===== src/rtl/mmv_ram_responder_if.sv =====
// mmv master/slave bus bundle: request lines toward the responder, read data,
// valid and busy back toward the master.
interface mmv_ram_responder_if #(
  parameter int AWIDTH = 8,
  parameter int DWIDTH = 8
);
  logic [AWIDTH-1:0] s_addr;
  logic              s_wreq;
  logic [DWIDTH-1:0] s_wdat;
  logic              s_rreq;
  logic [DWIDTH-1:0] s_rdat;
  logic              s_rval;
  logic              s_busy;

  modport master (
    output s_addr, s_wreq, s_wdat, s_rreq,
    input  s_rdat, s_rval, s_busy
  );

  modport slave (
    input  s_addr, s_wreq, s_wdat, s_rreq,
    output s_rdat, s_rval, s_busy
  );
endinterface


===== src/rtl/mmv_ram_responder.sv =====
// mmv RAM responder: 2^AWIDTH x DWIDTH scratch RAM with a fixed RDDELAY read
// latency and at most MAXPEND reads in flight. s_busy stalls reads and writes
// alike; a simultaneous read and write to one address returns the old word.
module mmv_ram_responder #(
  parameter int AWIDTH  = 8,
  parameter int DWIDTH  = 8,
  parameter int RDDELAY = 4,
  parameter int MAXPEND = 4
) (
  input  logic                clk,
  input  logic                reset,
  mmv_ram_responder_if.slave  s
);

  localparam int CW    = $clog2(MAXPEND + 1);
  localparam int DEPTH = 1 << AWIDTH;

  logic [DWIDTH-1:0] r_mem [0:DEPTH-1];
  logic              r_vld [0:RDDELAY-1];
  logic [DWIDTH-1:0] r_dat [0:RDDELAY-1];
  logic [CW-1:0]     r_cnt;
  logic              r_busy;

  logic              w_acc_rd;
  logic              w_acc_wr;
  logic              w_retire;
  logic [CW-1:0]     w_cnt_next;

  // Requests are only taken while the registered busy flag is low.
  assign w_acc_rd = s.s_rreq & ~r_busy;
  assign w_acc_wr = s.s_wreq & ~r_busy;
  assign w_retire = r_vld[RDDELAY-1];

  // RAM write port; contents deliberately survive reset.
  always_ff @(posedge clk) begin
    if (w_acc_wr) begin
      r_mem[s.s_addr] <= s.s_wdat;
    end
  end

  // Pipeline head: sample the RAM on acceptance (old data wins over a same-edge write).
  always_ff @(posedge clk or posedge reset) begin
    if (reset) begin
      r_vld[0] <= 1'b0;
      r_dat[0] <= '0;
    end else begin
      r_vld[0] <= w_acc_rd;
      if (w_acc_rd) begin
        r_dat[0] <= r_mem[s.s_addr];
      end
    end
  end

  // Remaining delay stages shift valid and data together every clock.
  generate
    for (genvar gi = 1; gi < RDDELAY; gi++) begin : g_stage
      // Stage gi copies stage gi-1; reset drops anything in flight.
      always_ff @(posedge clk or posedge reset) begin
        if (reset) begin
          r_vld[gi] <= 1'b0;
          r_dat[gi] <= '0;
        end else begin
          r_vld[gi] <= r_vld[gi-1];
          r_dat[gi] <= r_dat[gi-1];
        end
      end
    end
  endgenerate

  // Outstanding-read count: up on acceptance, down when a response is presented.
  always_comb begin
    w_cnt_next = r_cnt;
    if (w_acc_rd && !w_retire) begin
      w_cnt_next = r_cnt + CW'(1);
    end else if (!w_acc_rd && w_retire) begin
      w_cnt_next = r_cnt - CW'(1);
    end
  end

  // Busy is registered from the next count, so it releases one edge after a retire.
  always_ff @(posedge clk or posedge reset) begin
    if (reset) begin
      r_cnt  <= '0;
      r_busy <= 1'b0;
    end else begin
      r_cnt  <= w_cnt_next;
      r_busy <= (w_cnt_next == CW'(MAXPEND));
    end
  end

  assign s.s_rval = r_vld[RDDELAY-1];
  assign s.s_rdat = r_dat[RDDELAY-1];
  assign s.s_busy = r_busy;

endmodule


===== src/flat_wrapper.sv =====
// flat-port wrapper written by rule: the top's interface ports become plain ports
module mmv_ram_responder_flat 
#(
  parameter int AWIDTH  = 8,
  parameter int DWIDTH  = 8,
  parameter int RDDELAY = 4,
  parameter int MAXPEND = 4
)
  (clk, reset, s_s_addr, s_s_wreq, s_s_wdat, s_s_rreq, s_s_rdat, s_s_rval, s_s_busy);
  mmv_ram_responder_if #(.AWIDTH(AWIDTH), .DWIDTH(DWIDTH)) s_i ();
  input  logic clk;
  input  logic reset;
  input wire logic [$bits(s_i.s_addr)-1:0] s_s_addr;
  input wire logic [$bits(s_i.s_wreq)-1:0] s_s_wreq;
  input wire logic [$bits(s_i.s_wdat)-1:0] s_s_wdat;
  input wire logic [$bits(s_i.s_rreq)-1:0] s_s_rreq;
  output wire logic [$bits(s_i.s_rdat)-1:0] s_s_rdat;
  output wire logic [$bits(s_i.s_rval)-1:0] s_s_rval;
  output wire logic [$bits(s_i.s_busy)-1:0] s_s_busy;
  assign s_i.s_addr = s_s_addr;
  assign s_i.s_wreq = s_s_wreq;
  assign s_i.s_wdat = s_s_wdat;
  assign s_i.s_rreq = s_s_rreq;
  assign s_s_rdat = s_i.s_rdat;
  assign s_s_rval = s_i.s_rval;
  assign s_s_busy = s_i.s_busy;
  mmv_ram_responder #(.AWIDTH(AWIDTH), .DWIDTH(DWIDTH), .RDDELAY(RDDELAY), .MAXPEND(MAXPEND)) u_core (.clk(clk), .reset(reset), .s(s_i));
endmodule

===== config.mk =====
export PLATFORM = sky130hd
export DESIGN_NAME = mmv_ram_responder_flat
export DESIGN_NICKNAME = d
export VERILOG_FILES = /design/src/rtl/mmv_ram_responder_if.sv /design/src/rtl/mmv_ram_responder.sv /design/src/flat_wrapper.sv
export SDC_FILE = /design/constraint.sdc
export NUM_CORES = 2
export LEC_CHECK = 0
export BUFFER_PORTS_ARGS = -buffer_cell sky130_fd_sc_hd__buf_2
export CAP_MARGIN = 20
export CORE_UTILIZATION = 45
export CTS_CLUSTER_DIAMETER = 100
export DETAILED_ROUTE_END_ITERATION = 10
export GPL_TIMING_DRIVEN = 0
export REMOVE_ABC_BUFFERS = 1
export SYNTH_ARGS = -nofsm -noshare
export SYNTH_HDL_FRONTEND = slang
export SYNTH_SLANG_ARGS = --single-unit

===== constraint.sdc =====
create_clock -name clk -period 5.3 [get_ports clk]
set_clock_uncertainty 0.15 [all_clocks]
set_input_delay 0 -clock clk [delete_from_list [all_inputs] [get_ports clk]]
set_output_delay 0 -clock clk [all_outputs]
set_load 0.01 [all_outputs]

* Word-level counts from Yosys, hierarchy flattened
Memories as Yosys holds them, arrays and structs flattened. A register that Yosys moved wholly into a read port is not among the register bits.
Index checks and enable logic that the tools add are counted.
** Storage, ports and cells
- Flip-flop bits (word level) :: 32
- Memories kept :: 1
- Bits of input ports :: 20
- Output and inout bits :: 10
- RAM bits :: 2048
** Operators by class
- Reduce and logical (&&, ||, !) cells :: 4
- Equal/unequal tests :: 1
- Muxes and demuxes :: 4
- Bitwise operators :: 3
- Add/sub/neg operators :: 2
** Memory list
- u_core.r_mem :: depth 256, width 8, read ports 1, clocked after memory_dff 1, wr ports 1, line mmv_ram_responder.sv:18 : logic [DWIDTH-1:0] r_mem [0:DEPTH-1];
** Operators with widths (number)
- $mux 3 :: 2
- $add 3x1->3 const B :: 1
- $eq 3x3->1 const B :: 1
- $sub 3x1->3 const B :: 1
- $and 1x1->1 :: 2
- $logic_and 1x1->1 :: 2
- $logic_not 1->1 :: 2
- $mux 1 :: 2
- $not 1->1 :: 1

* Longest topological paths before layout
- Word-level depth :: 7
- Gate-level depth with buffers :: 13
- Depth with buffers taken out :: 7

* Worst setup path after synthesis
Ideal clock, no wire load.
- Kind :: input to register
- From :: in s_s_addr[5]
- To :: mem u_core.r_mem[160][0] (enable)
- Setup slack :: 2.666 ns
- Stages on the path :: 7
- Arrival :: 2.101 ns
- Data required time :: 4.767 ns
- Cell sequence :: clkbuf_1 > buf_2 > buf_1 > nor2b_1 > nand3_1 > clkbuf_1 > nor3_1
** RTL lines
- start: declaration :: line flat_wrapper.sv:13 : input wire logic [$bits(s_i.s_addr)-1:0] s_s_addr;
- end: declaration :: line mmv_ram_responder.sv:18
Straight into the memory's write port.

==> metrics.csv <==
metric;value;unit
p_per_area;378;nW/µm²
route.vias.total;38400;
syn_area_per_cell;21.4;µm²
crit_fanout;74;
yosysWarnings;0;
cts_root_buf;clkbuf_16;
slowest_delay;0.95;ns
path_depth;10;
critPathArrivalTime;5.52;ns
drtIter0Drc;4133;
outcome;finished, final reports clean;
max_freq;204;MHz
grt_pass1_wl;282000;µm
clk_latency;0.85;ns
synth_area;80900;µm²
synth_ff_type;edfxtp_1;
r2r_end;u_core.r_mem[74][1]$_DFFE_PP_;
grt_max_degree;158;
grt_overflow;0;
layout-drive-gt1-share;23.3;%
ys_types;62;
grt_pass1_vias;38600;
antenna_found_initial;9;
fillers;14000;
tightest_slew;1.30;ns
async_reset_ff_share;1.92;%
ys_seq_elements;2088;
path_buf_inv;4;
final_util;51.0;%
synth_cells;3783;
rows;155;
setup_viol;0;
ir_drop;0.366;mV
ys_seq_area_share;77.3;%
core_region_area;178000;µm²
end_kind;flip-flop;
crit_chain;buf_8 > buf_16 > buf_16 > clkinv_4 > nand2_1 > o22ai_1 > nor4_1 > o22ai_1 > nor3_1 > o32a_1;
dieHeight;426;µm
routed_via_density;6.00;
synth_edf_count;2048;
drc;0;
drv_cap;0;
finalWirelength;198000;µm
cts_setup_buffers;0;
start_kind;input port;
timing.critical_path.to;u_core.r_dat[26]$_DFFE_PP0P_;
required;5.92;ns
criticalPathCategory;in -> reg;
gp_congestion;0.841;
die_w;426;µm
hold_viol;0;
start_util;45.3;%
cts.sinks;2088;
first_pass_iters;6;
tritoncts;done;
ctsResizeCount;0;
clkSlewWorstSetupHoldPaths;0.06;ns
r2r.worst_path.cells;3;
tritoncts.num_buffers;210;
crit_family;simple AND/OR/NAND/NOR gates;
hold_buffers;16;
hold_class;in -> reg;
cp-startpoint;s_s_addr[0];
cp_slowest_cell;nor4_1;
synth_top_area_share;76.0;%
r2r_start;u_core.s.s_busy$_DFF_PP0_;
io_pins;30;
instances_no_fill;6403;
die_area;181000;µm²
port_buffers;29;
r2r_setup_slack;1.11;ns
hold_slack;0.0754;ns
fin_crit_sh;92.4;%
synth_area_leaders;edfxtp_1 (76%), mux4_2 (13%), mux2i_1 (2.2%);
wl_per_cell;30.9;µm
grt_setup_unrepaired;no;
dp.cells;6007;
slew_headroom;12.6;%
yosys.area.top_type;edfxtp_1;
slew_violations;0;
syn_to_final_growth;12.6;%
p_leak;28.3;nW
detail-route-antenna-nets;0;
fin_nets;3904;
clk_path_buf_depth;3;
place_hpwl;118000;µm
htree_levels;4;
gr-usage-all-layers;22.0;%
min_period;4.90;ns
[layout make-up]
type	instances	area, µm²	share of cell area (%)
flip-flops and latches	2088	62500	68.6
multi-input cells	1449	17200	18.8
clock buffers	273	5670	6.22
well taps	2355	2950	3.24
repair buffers	126	1840	2.02
clock inverters	103	927	1.02
inverters	7	31.3	0.0343
diodes	2	5.00	0.00549
[worst register-to-register path, stage by stage, from the launching register on]
cell and delay, ns:
dfrtp_1 0.48, nor2b_2 0.90, nand3_2 1.12, nor2_1 1.15
[state kept, by name (all words and copies together) (netlist names)]
signal	count
u_core.r_dat	24
u_core.r_mem	2048
u_core.s.s_rdat	8
u_core.r_cnt	3
u_core.s.s_rval	1
u_core.s.s_busy	1
u_core.r_vld	3
[where the power goes]
group / switching (mW) / internal (mW)
combinational: 1.18 / 0.641
sequential: 0.0696 / 18.3
clock: 6.14 / 8.18
total: 7.39 / 27.1
[Yosys cell counts (5+ instances only)]
cell type and count:
nand4_1 5, o22a_1 12, nand2b_1 13, a21oi_1 38, nand2_1 53, buf_1 5
buf_6 24, o21ai_1 5, a31oi_1 10, buf_4 57, o22ai_1 71, mux2i_1 181
nand3_1 39, o221ai_1 16, a22o_1 9, a211oi_1 13, nand3b_1 6, clkbuf_1 81
a221oi_1 7, nor2_1 242, buf_2 69, and2_1 6, nor4_1 7, or2_2 5
edfxtp_1 2048, mux4_2 475, a22oi_1 68, nor3_1 73, dfrtp_1 40, mux2_2 16
o21ai_0 18, or3b_2 5, nor2b_1 18
[per-stage QoR]
step | area, µm² | worst slack (ns) | power, mW | TNS, ns
6_report | 91100 | 0.405 | 34.5 | 0
5_1_grt | 91100 | 0.261 | 35.3 | 0
4_1_cts | 91100 | 0.362 | 34.7 | 0
3_5_place_dp | 84300 | -0.521 | 20.5 | -41.15
3_3_place_gp | 82600 | -16.20 | 20.9 | -
2_1_floorplan | 79500 | 2.29 | 19.4 | 0
[placed cells by master, fill, tap and decap left out, drive strengths merged, types with 3 or more instances in the layout]
| master | synthesis | layout |
|---|---|---|
| or2 | 5 | 5 |
| o31ai | 3 | 3 |
| nand3 | 39 | 39 |
| o221ai | 16 | 16 |
| a22oi | 68 | 68 |
| dlygate4sd3 | 0 | 15 |
| buf | 158 | 111 |
| o2111ai | 3 | 3 |
| a211oi | 13 | 13 |
| clkinv | 2 | 86 |
| o21ai | 23 | 23 |
| nand2 | 53 | 53 |
| nor4 | 8 | 8 |
| nor3 | 73 | 73 |
| nand2b | 13 | 13 |
| clkinvlp | 0 | 3 |
| o32a | 4 | 4 |
| a21oi | 38 | 38 |
| inv | 5 | 7 |
| edfxtp | 2048 | 2048 |
| and2 | 7 | 7 |
| nor2b | 18 | 18 |
| mux2 | 16 | 16 |
| o22ai | 71 | 71 |
| a22o | 9 | 9 |
| or3b | 5 | 5 |
| mux2i | 181 | 181 |
| a31oi | 10 | 10 |
| o22a | 12 | 12 |
| clkbuf | 81 | 273 |
| a221oi | 7 | 7 |
| mux4 | 476 | 476 |
| nand3b | 7 | 7 |
| dfrtp | 40 | 40 |
| nor2 | 243 | 243 |
| nand4 | 5 | 5 |
| bufinv | 0 | 14 |
[routing by layer]
metal | vias up | part of all wire [%] | track usage [%]
met3 | 349 | 7.9 | 5.47
li1 | 16000 | - | -
met1 | 20500 | 40 | 29.9
met4 | 8 | 3.6 | 8.21
met2 | 1516 | 48 | 34.4
met5 | - | 0.027 | 0
[worst min-delay path by stage]
| stage | start | end | slack (ns) | depth (start not counted) |
|---|---|---|---|---|
| floorplan | s_s_wdat[0] | u_core.r_mem[0][0]$_DFFE_PP_ | -0.05 | 0 |
| global placement | u_core.r_vld[3]$_DFF_PP0_ | u_core.r_vld[2]$_DFF_PP0_ | 0.18 | 0 |
| detailed placement | reset | u_core.s.s_rdat[3]$_DFF_PP0_ | 0.08 | 2 |
| CTS | s_s_addr[2] | u_core.r_mem[145][4]$_DFFE_PP_ | 0.02 | 3 |
| global route | s_s_addr[2] | u_core.r_mem[146][5]$_DFFE_PP_ | 0.07 | 3 |
| finish | s_s_addr[2] | u_core.r_mem[145][4]$_DFFE_PP_ | 0.08 | 3 |
[logic make-up after synthesis]
| family | synth area share (%) |
|---|---|
| adder cells (fa/ha/maj) | 0.0309 |
| multiplexers | 15.7 |
| buffers and inverters | 1.78 |
| AND/OR/NAND/NOR | 2.70 |
| AO/OA/AOI/OAI | 2.47 |
| XOR/XNOR | 0.0325 |
| flip-flops | 77.3 |
(Power assumes the default switching activity.)
